$ cat config.mk
export PLATFORM = sky130hd
export DESIGN_NAME = piso_tx
export DESIGN_NICKNAME = d
export VERILOG_FILES = /design/src/rtl/piso_tx_pkg.sv /design/src/rtl/piso_tx.sv
export SDC_FILE = /design/constraint.sdc
export NUM_CORES = 1
export LEC_CHECK = 0
export ABC_AREA = 1
export BUFFER_PORTS_ARGS = -buffer_cell sky130_fd_sc_hd__buf_2
export CORE_ASPECT_RATIO = 0.7
export CORE_MARGIN = 2
export CORE_UTILIZATION = 45
export DETAILED_ROUTE_END_ITERATION = 7
export HOLD_SLACK_MARGIN = 0.03
export PLACE_DENSITY = 0.78
export SYNTH_ARGS = -nofsm -noshare
export SYNTH_HDL_FRONTEND = slang
export SYNTH_SLANG_ARGS = --single-unit
$ cat constraint.sdc
create_clock -name clk -period 4.6 [get_ports clk]
set_clock_uncertainty 0.1 [all_clocks]
set_input_delay 0.46 -clock clk [delete_from_list [all_inputs] [get_ports clk]]
set_output_delay 0.46 -clock clk [all_outputs]
set_load 0.03 [all_outputs]
$ cat src/rtl/piso_tx_pkg.sv
// Shared definitions for the serial transmit/receive pair: the two-state framing
// encoding and the bit-counter width helper.
package piso_tx_pkg;

    localparam logic ST_IDLE  = 1'b0;
    localparam logic ST_SHIFT = 1'b1;

    typedef enum logic {
        S_IDLE  = ST_IDLE,
        S_SHIFT = ST_SHIFT
    } state_t;

    // Counter wide enough to index N bits; never narrower than one bit.
    function automatic int cnt_width(input int n);
        return (n > 2) ? $clog2(n) : 1;
    endfunction

endpackage

$ cat src/rtl/piso_tx.sv
// Parallel-in/serial-out transmitter with a one-word holding slot for gapless frames.
// First bit 1 cycle after accept; din_ready drops only while the holding slot is full.
module piso_tx
    import piso_tx_pkg::*;
#(
    parameter int N         = 8,
    parameter bit MSB_FIRST = 1'b1
) (
    input  logic         clk,
    input  logic         reset,
    input  logic [N-1:0] din,
    input  logic         din_valid,
    output logic         din_ready,
    output logic         dout,
    output logic         dout_en,
    output logic         frame_start,
    output logic         frame_done,
    output logic         busy
);

    localparam int              CW       = cnt_width(N);
    localparam logic [CW-1:0]   CNT_LAST = CW'(N - 1);

    state_t          state_q, state_d;
    logic [N-1:0]    sr_q, sr_d;
    logic [N-1:0]    hold_q, hold_d;
    logic            hold_vld_q, hold_vld_d;
    logic [CW-1:0]   cnt_q, cnt_d;

    logic            accept;
    logic            shifting;
    logic [N-1:0]    sr_shifted;

    assign shifting = (state_q == S_SHIFT);
    assign accept   = din_valid & ~hold_vld_q;

    // Zero-fill from the far end so an emptied shifter reads as all-zero.
    assign sr_shifted = MSB_FIRST ? {sr_q[N-2:0], 1'b0} : {1'b0, sr_q[N-1:1]};

    always_comb begin
        state_d    = state_q;
        sr_d       = sr_q;
        hold_d     = hold_q;
        hold_vld_d = hold_vld_q;
        cnt_d      = cnt_q;

        case (state_q)
            S_IDLE: begin
                if (accept) begin
                    sr_d    = din;
                    cnt_d   = '0;
                    state_d = S_SHIFT;
                end
            end
            S_SHIFT: begin
                sr_d  = sr_shifted;
                cnt_d = cnt_q + CW'(1);
                if (cnt_q == CNT_LAST) begin
                    // Held word wins over a fresh one so ordering is preserved.
                    cnt_d = '0;
                    if (hold_vld_q) begin
                        sr_d       = hold_q;
                        hold_vld_d = 1'b0;
                    end else if (accept) begin
                        sr_d = din;
                    end else begin
                        state_d = S_IDLE;
                    end
                end else if (accept) begin
                    hold_d     = din;
                    hold_vld_d = 1'b1;
                end
            end
            default: state_d = S_IDLE;
        endcase
    end

    always_ff @(posedge clk or posedge reset) begin
        if (reset) begin
            state_q    <= S_IDLE;
            sr_q       <= '0;
            hold_q     <= '0;
            hold_vld_q <= 1'b0;
            cnt_q      <= '0;
        end else begin
            state_q    <= state_d;
            sr_q       <= sr_d;
            hold_q     <= hold_d;
            hold_vld_q <= hold_vld_d;
            cnt_q      <= cnt_d;
        end
    end

    assign din_ready   = ~hold_vld_q;
    assign dout_en     = shifting;
    assign dout        = shifting & (MSB_FIRST ? sr_q[N-1] : sr_q[0]);
    assign frame_start = shifting & (cnt_q == '0);
    assign frame_done  = shifting & (cnt_q == CNT_LAST);
    assign busy        = shifting | hold_vld_q;

endmodule
==> flow_summary.toml <==
[synthesis]
syn-num-nets = 161
avgSynthCellArea_um2 = 7.60
syn_inst = 146
synth.cell_area_um2 = 1110
ys_seq_area_share_pct = 47.4
synth.distinct_cells = 18
synth_warnings = 0
synth_seq_cells = 21

[cts]
cts_buffer_depth = 2
cts.sinks = 21
clk_pin_slew_ns = 0.12
numCtsBuffers = 3
cts_tree = "yes"
cts_resized = 0
hold_buffers = 0
h-tree-depth = 1
worstSkewPairLatency_ns = 0.31
post_cts_buffers = 0
cts_root_buffer = "clkbuf_4"

[detailed_routing]
remaining_drc_errors = 0
drt_iter0_markers = 50
first_pass_iters = 4
wl_per_cell_um = 11.6
postRouteAntennaNets = 0
vias = 957
via_per_inst = 4.81
drt-total-wl_um = 2310

[timing]
slew_viol_final = 0
setup_tns_ns = 0
layout_min_cycle_time_ns = 2.26
min_period_over_period_pct = 49.0
setup_ws_ns = 2.34
rsz0062_at_grt = "no"
setup_viol = 0
final-hold-violation-count = 0
worst_slew_pin_slew_ns = 0.794
max_clock_freq_mhz = 443
slew_headroom_pct = 47.0

[pwr]
static-leakage-power_nw = 0.717
peakVddDrop_mv = 0.236
p_per_area_nw_per_um2 = 609

[floorplanning]
ios = 17
die_width_um = 63.4
die_area_um2 = 2890
core_um2 = 2400
initial_utilization_pct = 46.2
rows = 15
die_y_um = 45.6

[final_layout]
fin_nets = 181
fill_cells = 244
diodes = 0
syn_to_final_growth_pct = 13.0
post-route-util_pct = 52.2
drive_above_1_share_pct = 17.0

[global_routing]
grt_usage_pct = 17.7
grt_max_degree = 22
grt_overflow_total = 0
antenna_found_initial = 0
grt_pass1_vias = 874
grt_pass1_wl_um = 3850

[placement]
port-buffer-count = 16
pre_cts_ws_ns = 2.71
dp.final_hpwl_um = 1720
place_congestion = 0.813

[setup_path]
cp.arrival_ns = 1.70
end_kind = "output port"
start_kind = "flop"
critPathKind = "flop to output port"
crit_fanout = 5
cp.required_ns = 4.04

[hold_path]
hold_class = "input pin to asynchronous set/reset pin"

[run_status]
status = "finished, final reports clean"

[flow_run]
cap_violations = 0
## state kept, by name, summed over array words and instances (netlist names)
signal and flops:
sr_q 8, hold_q 8, dout_en 1, cnt_q 3
hold_vld_q 1
## synthesized netlist by cell type
cell	number	area share [%]
o21ai_1	1	0.45
dfrtp_1	21	47
inv_1	12	4.1
nand2_4	1	1.0
ha_1	4	4.5
a21oi_2	1	0.79
nand3_1	13	5.9
o22ai_1	1	0.56
nor2_8	1	1.8
o21ai_0	3	1.4
nor2_2	2	1.1
a21oi_1	1	0.45
nor2_1	4	1.4
nand3b_1	4	2.7
inv_2	4	1.4
buf_2	1	0.45
nand2_1	71	24
a22o_1	1	0.79
## stage by stage
stage               hold slack, ns  instances  power [W]  cell area [µm²]
floorplan                    0.337        146   0.000587             1110
global route                 0.242        199   0.000831             1250
detailed placement           0.364        195   0.000677             1230
global placement             0.357        195   0.000664             1230
finish                       0.173        199   0.000763             1250
CTS                          0.209        199   0.000768             1250
## critical path: stages (launching register included)
cell     delay, ns
dfrtp_1       0.42
ha_1          0.19
ha_1          0.27
nand2_1       0.13
inv_1         0.15
buf_2         0.22
## cell type report
| type | count | area (µm²) | share of cell area [%] |
|---|---|---|---|
| timing repair buffer | 16 | 80.1 | 6.39 |
| multi-input combinational | 108 | 519 | 41.4 |
| inverter | 16 | 60.1 | 4.79 |
| clock buffer | 4 | 26.3 | 2.10 |
| tap | 34 | 42.5 | 3.39 |
| sequential | 21 | 526 | 41.9 |
## final timing paths
kind | start | endpoint | slack [ns] | depth (start not counted)
min in group clk | din[6] | hold_q[6]$_DFFE_PP0P_ | 0.25 | 3
max | cnt_q[0]$_DFFE_PP0P_ | frame_done | 2.34 | 5
max in group asynchronous | reset | sr_q[2]$_DFFE_PP0P_ | 3.72 | 2
max reg2reg | dout_en$_DFF_PP0_ | hold_q[1]$_DFFE_PP0P_ | 2.93 | 7
min reg2reg | hold_q[4]$_DFFE_PP0P_ | hold_q[4]$_DFFE_PP0P_ | 0.39 | 2
min | reset | hold_vld_q$_DFFE_PP0P_ | 0.17 | 2
## cell families after synthesis
| kind of cell | share of synthesized area (%) |
|---|---|
| flip-flops | 47.4 |
| adder cells (fa/ha/maj) | 4.51 |
| buffers and inverters | 5.86 |
| AO/OA/AOI/OAI | 4.40 |
| AND/OR/NAND/NOR | 37.9 |
## placed cells by master (no fill, tap or decap)
cell type / Yosys / layout
o21ai_0: 3 / 3
buf_2: 1 / 16
o21ai_1: 1 / 1
clkbuf_4: 0 / 3
a21oi_1: 1 / 1
ha_1: 4 / 4
dfrtp_1: 21 / 21
inv_2: 4 / 4
clkbuf_1: 0 / 1
nand2_1: 71 / 71
o22ai_1: 1 / 1
a22o_1: 1 / 1
nor2_2: 2 / 2
nor2_1: 4 / 4
nand3b_1: 4 / 4
a21oi_2: 1 / 1
nand2_4: 1 / 1
nand3_1: 13 / 13
inv_1: 12 / 12
nor2_8: 1 / 1
## per-layer routing
metal | track usage (%) | vias up | share of wire [%]
met5 | 0 | - | 0
met4 | 3.48 | 0 | 0.30
met3 | 6.44 | 2 | 6.4
met2 | 30.1 | 26 | 44
met1 | 22.4 | 434 | 49
li1 | - | 495 | -
## report_power, final
part           switching (W)  total [W]  internal [W]
registers          0.0000660   0.000327      0.000261
logic               0.000226   0.000345      0.000119
clock network      0.0000573  0.0000912     0.0000339
Power figures use the tool's default switching activity.
